File: src/rtl/branch_condition_unit.sv
//------------------------------------------------------------------------------
// branch_condition_unit
//
// Purpose:
//   Resolves SPARC Bicc conditional branches sitting in the ID stage. It
//   evaluates the branch condition on the integer condition codes, forwarding
//   the icc value from EX when the EX instruction is writing the flags. It
//   computes the PC-relative branch target. A small FSM tracks the delay slot
//   and marks an annulled delay slot so that it can be squashed.
//   Every output is a register, so no path runs from an input to an output.
//
// Ports:
//   clk        in   1   clock; all state updates on the rising edge
//   clr        in   1   synchronous active-high reset (beats stall)
//   stall      in   1   pipeline hold; all registers keep their value
//   id_is_bicc in   1   ID instruction is a Bicc
//   id_cond    in   4   Bicc cond field
//   id_annul   in   1   Bicc annul (a) bit
//   id_disp22  in  22   word displacement of the branch
//   id_pc      in  32   PC of the ID instruction
//   psr_icc    in   4   PSR flags {Z, C, N, V}
//   ex_setcc   in   1   EX instruction writes icc this cycle
//   ex_icc     in   4   icc produced in EX {Z, C, N, V}
//   taken_q    out  1   branch taken, one cycle after acceptance
//   target_q   out 32   branch target of the last accepted branch
//   squash_q   out  1   instruction now in ID is an annulled delay slot
//   state_q    out  2   FSM state: 00 NORMAL, 01 DSLOT, 10 ANNUL
//------------------------------------------------------------------------------
module branch_condition_unit (
    input  logic        clk,
    input  logic        clr,
    input  logic        stall,
    input  logic        id_is_bicc,
    input  logic [3:0]  id_cond,
    input  logic        id_annul,
    input  logic [21:0] id_disp22,
    input  logic [31:0] id_pc,
    input  logic [3:0]  psr_icc,
    input  logic        ex_setcc,
    input  logic [3:0]  ex_icc,
    output logic        taken_q,
    output logic [31:0] target_q,
    output logic        squash_q,
    output logic [1:0]  state_q
);

    typedef enum logic [1:0] {
        NORMAL = 2'b00,
        DSLOT  = 2'b01,
        ANNUL  = 2'b10
    } state_t;

    logic [3:0]  effIcc;
    logic        flagZ;
    logic        flagC;
    logic        flagN;
    logic        flagV;
    logic        condBase;
    logic        condTrue;
    logic        isBranchAlways;
    logic        annulBranch;
    logic        accepted;
    logic [31:0] dispBytes;
    logic [31:0] branchTarget;
    state_t      stateD;
    logic        takenD;
    logic [31:0] targetD;
    logic        squashD;

    // The flags being written by the instruction in EX are newer than the PSR
    // copy, so they take precedence.
    assign effIcc = ex_setcc ? ex_icc : psr_icc;
    assign flagZ  = effIcc[3];
    assign flagC  = effIcc[2];
    assign flagN  = effIcc[1];
    assign flagV  = effIcc[0];

    // Each Bicc condition with cond[3]=1 is the complement of the one with
    // cond[3]=0. The low three bits choose the base test, and cond[3] inverts
    // it. BN (0000) and BA (1000) fall out as the constant 0 and its inverse.
    always_comb begin
        condBase = 1'b0;
        case (id_cond[2:0])
            3'b000:  condBase = 1'b0;
            3'b001:  condBase = flagZ;
            3'b010:  condBase = flagZ | (flagN ^ flagV);
            3'b011:  condBase = flagN ^ flagV;
            3'b100:  condBase = flagC | flagZ;
            3'b101:  condBase = flagC;
            3'b110:  condBase = flagN;
            3'b111:  condBase = flagV;
            default: condBase = 1'b0;
        endcase
    end

    assign condTrue = condBase ^ id_cond[3];

    // The displacement counts words. Sign-extend it and scale it to bytes.
    // Wrap-around past 2^32 is intended, so nothing is flagged on it.
    assign dispBytes    = {{8{id_disp22[21]}}, id_disp22, 2'b00};
    assign branchTarget = id_pc + dispBytes;

    // A Bicc in ID is ignored while it is itself the annulled delay slot.
    assign accepted = id_is_bicc & ~stall & (state_q != ANNUL);

    // With a=1, BA annuls its delay slot even though it is taken. Every other
    // condition annuls only when it is not taken, and that includes BN.
    assign isBranchAlways = (id_cond == 4'b1000);
    assign annulBranch    = id_annul & (isBranchAlways | ~condTrue);

    // Next-state logic. From DSLOT, a Bicc in the delay slot (DCTI couple) is
    // accepted and its own transition wins over the return to NORMAL. The
    // illegal encoding 11 falls back to NORMAL.
    always_comb begin
        stateD = NORMAL;
        case (state_q)
            NORMAL, DSLOT: begin
                if (accepted) begin
                    stateD = annulBranch ? ANNUL : DSLOT;
                end else begin
                    stateD = NORMAL;
                end
            end
            ANNUL:   stateD = NORMAL;
            default: stateD = NORMAL;
        endcase
    end

    // taken drops back to 0 on every advancing edge without an accepted
    // branch. The target keeps the value of the last accepted branch.
    always_comb begin
        takenD  = accepted & condTrue;
        targetD = target_q;
        if (accepted) begin
            targetD = branchTarget;
        end
        squashD = (stateD == ANNUL);
    end

    // State register. clr takes priority over stall and over anything in
    // flight. stall freezes every register.
    always_ff @(posedge clk) begin
        if (clr) begin
            state_q  <= NORMAL;
            taken_q  <= 1'b0;
            target_q <= 32'h0000_0000;
            squash_q <= 1'b0;
        end else if (!stall) begin
            state_q  <= stateD;
            taken_q  <= takenD;
            target_q <= targetD;
            squash_q <= squashD;
        end
    end

endmodule

File: config.mk
export PLATFORM = sky130hd
export DESIGN_NAME = branch_condition_unit
export DESIGN_NICKNAME = d
export VERILOG_FILES = /design/src/rtl/branch_condition_unit.sv
export SDC_FILE = /design/constraint.sdc
export NUM_CORES = 1
export LEC_CHECK = 0
export CORE_MARGIN = 2
export CORE_UTILIZATION = 41
export CTS_CLUSTER_SIZE = 12
export DETAILED_ROUTE_END_ITERATION = 8
export PLACE_DENSITY = 0.8
export SYNTH_ARGS = -nofsm -noshare
export SYNTH_HDL_FRONTEND = slang
export SYNTH_SLANG_ARGS = --single-unit
File: constraint.sdc
create_clock -name clk -period 2.84 [get_ports clk]
set_input_delay 0.568 -clock clk [delete_from_list [all_inputs] [get_ports clk]]
set_output_delay 0.568 -clock clk [all_outputs]
set_load 0.02 [all_outputs]
==> flow_summary.yaml, run 1 <==
run_status:
  status: "finished clean"
floorplanning:
  placeableCoreArea_mm2: 0.00679
  die_area_mm2: 0.00767
  num_rows: 30
  die-height_um: 87.6
  die_width_um: 87.6
  start_util_pct: 42.1
  pin_count: 108
setup_path:
  critical_path.startpoint_type: "input port"
  signal_arrival_time_at_the_worst_endpoint_ns: 2.96
  largest_fanout_of_any_net_on_the_critical_path: 4
  worst-setup-path-type: "in -> reg"
  critical_path_required_ns: 3.02
  timing.critical_path.to_type: "flop"
timing:
  hold_viol_final: 0
  worst_pin_slew_ns: 0.532
  share_of_the_clock_period_used_by_the_worst_path_pct: 97.7
  setup-violations-final: 0
  clock_skew_ns: 0.00642
  max_slew_margin_pct: 64.1
  timing.final.ws_setup_ns: 0.0649
  post-route-min-period_ns: 2.78
  fmaxAchievable_mhz: 360
  grt_setup_unrepaired: "true"
  report.final.slew_viol_count: 0
  setup_tns_ns: 0
clocking:
  cts_buffer_depth: 2
  clock-root-buffer: "clkbuf_8"
  clock_tree_from_tritoncts: "done"
  cts_num_sinks: 36
  cts.htree.levels: 2
  cts.reportedPaths.clkPinSlew_ns: 0.08
  cts-buffers-inserted: 5
  worst_skew_pair.late_latency_ns: 0.29
  cts-hold-fix-buffers: 0
cells_and_area:
  layout.cell_area.non_filler_mm2: 0.00492
  nets: 630
  drive_above_1_share_pct: 23.3
  n_antenna_cell: 0
  post-route-util_pct: 72.4
  layout_cells_excl_fill: 625
  areaGrowthSynthToFinish_pct: 71.7
drt:
  routed_length_per_instance_um: 15.7
  dr_wl_met3_um: 691
  top_layer: "met4"
  vias_per_cell: 5.51
  antenna_violating_nets_post_route: 0
  drt-total-wl_mm: 9.79
  wl_met1_mm: 3.93
  detail_route.drc_violations: 0
  detailroute.wirelength.met2_mm: 4.99
  drt_initial_violations: 208
  dr.pass1.iters: 5
  detailroute.via_count: 3442
global_route:
  grtUsageTotal_pct: 23.5
  largest_net_degree_at_the_start_of_global_routing: 43
  grt_first_pass_wirelength_mm: 14.5
  antenna_violations_before_repair: 0
  grt_remaining_overflow: 0
  vias_in_the_first_global_route: 3353
power:
  vdd_drop_max_v: 0.000244
  power-per-cell-area_mw_per_mm2: 382
  cellLeakagePower_uw: 0.00219
synthesis:
  share_of_async_settable_or_async_resettable_flops_after_synthesis_pct: 0
  yosysTopAreaCellShare_pct: 25.2
  number_of_flops_mapped_to_enable_cells_by_yosys: 0
  top_post_synthesis_cells_by_area: "dfxtp_1 25%, ha_1 13%, a21oi_1 7.3%"
  synth_area_mm2: 0.00286
  synth_compound_area_share_pct: 25.4
  largest_family_of_logic_cells_by_synthesized_area: "compound AO/OA/AOI/OAI gates"
  syn_nets: 464
  synth.distinct_cells: 59
  synth-seq-area-share_pct: 25.2
  post_synth_fa_ha_maj_area_fraction_pct: 13.4
  synth_warnings: 0
  syn-mean-instance-area_um2: 7.91
  synth_xor_xnor_area_share_pct: 5.20
  synth_cells: 362
  yosysTopAreaCell: "dfxtp_1"
  synth_simple_gate_area_share_pct: 25.0
  netlist_top_cells_count: "55 x nand2_1, 42 x a21oi_1, 36 x dfxtp_1"
  synth_mux_area_share_pct: 2.62
  yosysMostFrequentCell: "nand2_1"
  yosys_register_bits: 36
  predominant_post_synthesis_flop_cell: "dfxtp_1"
hold_path:
  worst_hold_path_type: "reg -> reg"
placed_design:
  place.detailed.instances: 604
  post-place-ws_ns: -0.510
  placed_area_mm2: 0.00441
  dp_hpwl_mm: 6.81
  place.gp.congestion: 0.884
  port_buffers: 107
job:
  timing.max_cap.violations: 0
-- final timing paths --
| kind | to | slack, ns | from | depth (start not counted) |
|---|---|---|---|---|
| min reg2reg | target_q[12]$_SDFFE_PP0P_ | 0.46 | target_q[12]$_SDFFE_PP0P_ | 2 |
| max reg2reg | target_q[13]$_SDFFE_PP0P_ | 1.22 | state_q[0]$_SDFFE_PP0N_ | 6 |
| max | target_q[30]$_SDFFE_PP0P_ | 0.06 | id_disp22[3] | 12 |
| min | target_q[12]$_SDFFE_PP0P_ | 0.46 | target_q[12]$_SDFFE_PP0P_ | 2 |
-- layout make-up --
type | instances | area (µm²)
Sequential cell | 36 | 721
Tap cell | 96 | 120
Clock inverter | 3 | 42.5
Fill cell | 488 | 1880
Timing Repair Buffer | 174 | 1640
Multi-Input combinational cell | 303 | 2300
Inverter | 8 | 30.0
Clock buffer | 5 | 68.8
-- worst max-delay path, stage by stage --
cell and delay (ns):
clkdlybuf4s50_1 0.41, ha_2 0.21, a21o_1 0.18, a21oi_2 0.17, a21oi_2 0.09, o211ai_1 0.26
buf_4 0.17, nand4_4 0.09, buf_6 0.15, a311oi_4 0.32, nor4_2 0.09, a211o_1 0.27
-- layer usage --
| layer | global-route usage [%] | up-vias |
|---|---|---|
| li1 | - | 1665 |
| met1 | 26.1 | 1620 |
| met2 | 44.0 | 135 |
| met3 | 6.60 | 22 |
| met4 | 5.31 | 0 |
| met5 | 0 | - |
-- power by group --
| group | total (µW) | leakage [µW] | internal [µW] | switching [µW] |
|---|---|---|---|---|
| clock network | 468 | 0.0000541 | 260 | 208 |
| logic | 850 | 0.00184 | 449 | 400 |
| registers | 562 | 0.000295 | 542 | 20.5 |
-- state kept, by name, summed over array words and instances, names as in the netlist --
name      flops
target_q     32
state_q       2
squash_q      1
taken_q       1
-- stage by stage --
stage / total power, µW / hold slack, ns
detailed placement: 1320 / 0.447
CTS: 1800 / 0.457
finish: 1880 / 0.456
floorplan: 968 / 0.530
global route: 1970 / 0.479
global placement: 1300 / 0.437
-- layout by cell type (no fill, tap or decap), types with 8 or more instances in the layout --
cell type / count
ha_4: 13
a21oi_1: 36
dfxtp_1: 36
buf_4: 64
xnor2_1: 10
ha_1: 14
nand2_1: 55
dlymetal6s2s_1: 22
a21o_1: 12
nand4_1: 8
a21oi_2: 8
nand3_1: 17
clkdlybuf4s50_1: 81
nor2_1: 22
-- cell families (layout without fill, tap and decap cells) --
| group | count (synthesis) | after routing |
|---|---|---|
| flops | 36 | 36 |
| simple gates | 144 | 144 |
| mux | 5 | 5 |
| xor+xnor | 17 | 17 |
| buf+inv | 23 | 190 |
| compound gates | 107 | 107 |
| fa+ha+maj | 30 | 30 |
-- timing repair --
| action | in CTS | in global routing |
|---|---|---|
| pin swaps | 11 | 28 |
| setup buffers | 7 | 6 |
| resized for setup | 8 | 63 |
| endpoints found under the setup margin | 6 | 10 |
(Power assumes the default switching activity.)
==> run 2: changes to the inputs <==
--- a/config.mk
+++ b/config.mk
@@ -5,7 +5,7 @@
 export SDC_FILE = /design/constraint.sdc
 export NUM_CORES = 1
 export LEC_CHECK = 0
-export CORE_MARGIN = 2
+export CORE_MARGIN = 5
 export CORE_UTILIZATION = 41
 export CTS_CLUSTER_SIZE = 12
 export DETAILED_ROUTE_END_ITERATION = 8
==> run 2 against run 1 <==
Global-route usage fell by 2.9 points; cell area fell by 1.5%; sequential share of layout area rose by 0.22 points; first-iteration DRC count fell by 1.9%; maximum frequency fell by 1.8%; clock-buffer cell count rose by 1; utilization fell by 1.1 points; worst setup slack got worse by 0.051 ns; critical path type unchanged; largest cell class unchanged; largest power group unchanged.
==> flow_summary.yaml, run 2 (same netlist as run 1, synthesis figures left out) <==
drt:
  antenna_violating_nets_post_route: 0
  detailroute.via_count: 3392
  vias_per_cell: 5.44
  dr.pass1.iters: 5
  detail_route.drc_violations: 0
  routed_length_per_instance_um: 16.0
  drt-total-wl_mm: 9.98
  drt_initial_violations: 204
cells_and_area:
  layout_cells_excl_fill: 623
  areaGrowthSynthToFinish_pct: 69.2
  most-common-layout-cells: "92 x clkdlybuf4s50_1, 63 x buf_4, 53 x nand2_1"
  nets: 628
  drive_above_1_share_pct: 23.5
  n_antenna_cell: 0
  layout.cell_area.non_filler_mm2: 0.00484
  layout_top_registers: "target_q (32), state_q (2)"
  largest_reg_flops: 32
  largest_reg_by_ff_count: "target_q"
  commonest_non_fill_non_tap_cell_in_the_layout: "clkdlybuf4s50_1"
floorplanning:
  start_util_pct: 42.1
  pin_count: 108
  num_rows: 30
  die_area_mm2: 0.00875
  die-height_um: 93.6
  die_width_um: 93.6
  placeableCoreArea_mm2: 0.00679
placed_design:
  place.gp.congestion: 0.910
  place.detailed.instances: 607
  dp_hpwl_mm: 7.40
  placed_area_mm2: 0.00442
  port_buffers: 107
global_route:
  largest_net_degree_at_the_start_of_global_routing: 32
  grtUsageTotal_pct: 20.5
  vias_in_the_first_global_route: 3272
  grt_first_pass_wirelength_mm: 14.6
  grt_remaining_overflow: 0
  antenna_violations_before_repair: 0
setup_path:
  timing.critical_path.to_type: "flop"
  signal_arrival_time_at_the_worst_endpoint_ns: 3.00
  critical_path.startpoint_type: "input port"
  worst-setup-path-type: "in -> reg"
  critical_path_required_ns: 3.02
  largest_fanout_of_any_net_on_the_critical_path: 3
power:
  power.total_uw: 1800
  power-per-cell-area_mw_per_mm2: 372
  vdd_drop_max_v: 0.000198
  cellLeakagePower_uw: 0.00209
  intPower_uw: 1180
  comb_power_share_pct: 47.3
  power.switching_fraction_pct: 34.3
  switchingPower_uw: 619
  clock_power_share_pct: 21.5
  pwr-share-seq_pct: 31.2
clocking:
  cts-buffers-inserted: 5
  cts.reportedPaths.clkPinSlew_ns: 0.08
  worst_skew_pair.late_latency_ns: 0.29
  cts.htree.levels: 2
  cts-hold-fix-buffers: 0
  clock-root-buffer: "clkbuf_8"
  cts_buffer_depth: 2
  cts_num_sinks: 36
  clock_tree_from_tritoncts: "done"
timing:
  share_of_the_clock_period_used_by_the_worst_path_pct: 99.5
  report.final.slew_viol_count: 0
  clock_skew_ns: 0.00528
  hold_viol_final: 0
  fmaxAchievable_mhz: 354
  setup-violations-final: 0
  max_slew_margin_pct: 69.4
  post-route-min-period_ns: 2.83
  worst_pin_slew_ns: 0.458
run_status:
  status: "finished clean"
job:
  timing.max_cap.violations: 0
hold_path:
  worst_hold_path_type: "reg -> reg"
run 2: changes by cell type in the layout (fill, tap and decap cells not counted), moves of 2 or more:
cell | before | now
clkdlybuf4s50_1 | 81 | 92
dlymetal6s2s_1 | 22 | 11
ha_1 | 14 | 17
ha_4 | 13 | 9
nand2_1 | 55 | 53
nand2_2 | 1 | 3
o21ai_1 | 5 | 2
o21ai_2 | 0 | 2
run 2: routing by layer:
metal	wire [µm]	vias to the layer above	track usage, %	share of wire (%)
li1	-	1664	-	-
met1	3810	1574	22.6	38
met2	5140	137	37.6	52
met3	863	17	6.60	8.6
met4	166	0	5.54	1.7
met5	0	-	0	0
run 2: through the flow:
step,utilization [%],TNS [ns],hold slack [ns],setup WS (ns)
finish,71.3,0,0.450,0.0142
global route,71.3,-0.313,0.487,-0.0996
CTS,66.7,0,0.452,0.0220
detailed placement,65.1,-4.33,0.444,-0.471
global placement,65.1,-3.32,0.437,-0.410
floorplan,-,0,0.530,0.151
run 2: critical path: stages:
cell,delay (ns)
clkdlybuf4s50_1,0.44
ha_1,0.32
a21o_1,0.19
a21o_1,0.18
a21oi_1,0.32
nand4_4,0.14
buf_6,0.15
a311oi_2,0.29
nor4_1,0.11
a211o_1,0.29
run 2: worst paths after layout:
path              cells after the start  slack, ns                     start                   endpoint
setup / recovery                     10       0.01             id_disp22[21]  target_q[30]$_SDFFE_PP0P_
hold / removal                        2       0.45  target_q[9]$_SDFFE_PP0P_   target_q[9]$_SDFFE_PP0P_
setup reg to reg                      6       1.23   state_q[1]$_SDFFE_PP0N_  target_q[13]$_SDFFE_PP0P_
hold reg to reg                       2       0.45  target_q[9]$_SDFFE_PP0P_   target_q[9]$_SDFFE_PP0P_
run 2: repair_timing:
action	in CTS	in global routing
resized for setup	9	56
pin swaps	11	31
endpoints found under the setup margin	5	8
setup buffers	2	6
run 2: final cells by class:
| class | count | area (µm²) |
|---|---|---|
| tap | 96 | 120 |
| fill | 498 | 1950 |
| clock buffer | 6 | 82.6 |
| multi-input combinational | 303 | 2300 |
| timing repair buffer | 172 | 1580 |
| inverter | 8 | 30.0 |
| clock inverter | 2 | 10.0 |
| sequential | 36 | 721 |
run 2: power groups by stage:
stage               sequential, µW  clock, µW  combinational (µW)
floorplan                      616          0                 352
global placement               573          0                 734
detailed placement             574          0                 753
CTS                            562        398                 763
global route                   568        419                 917
finish                         562        389                 853
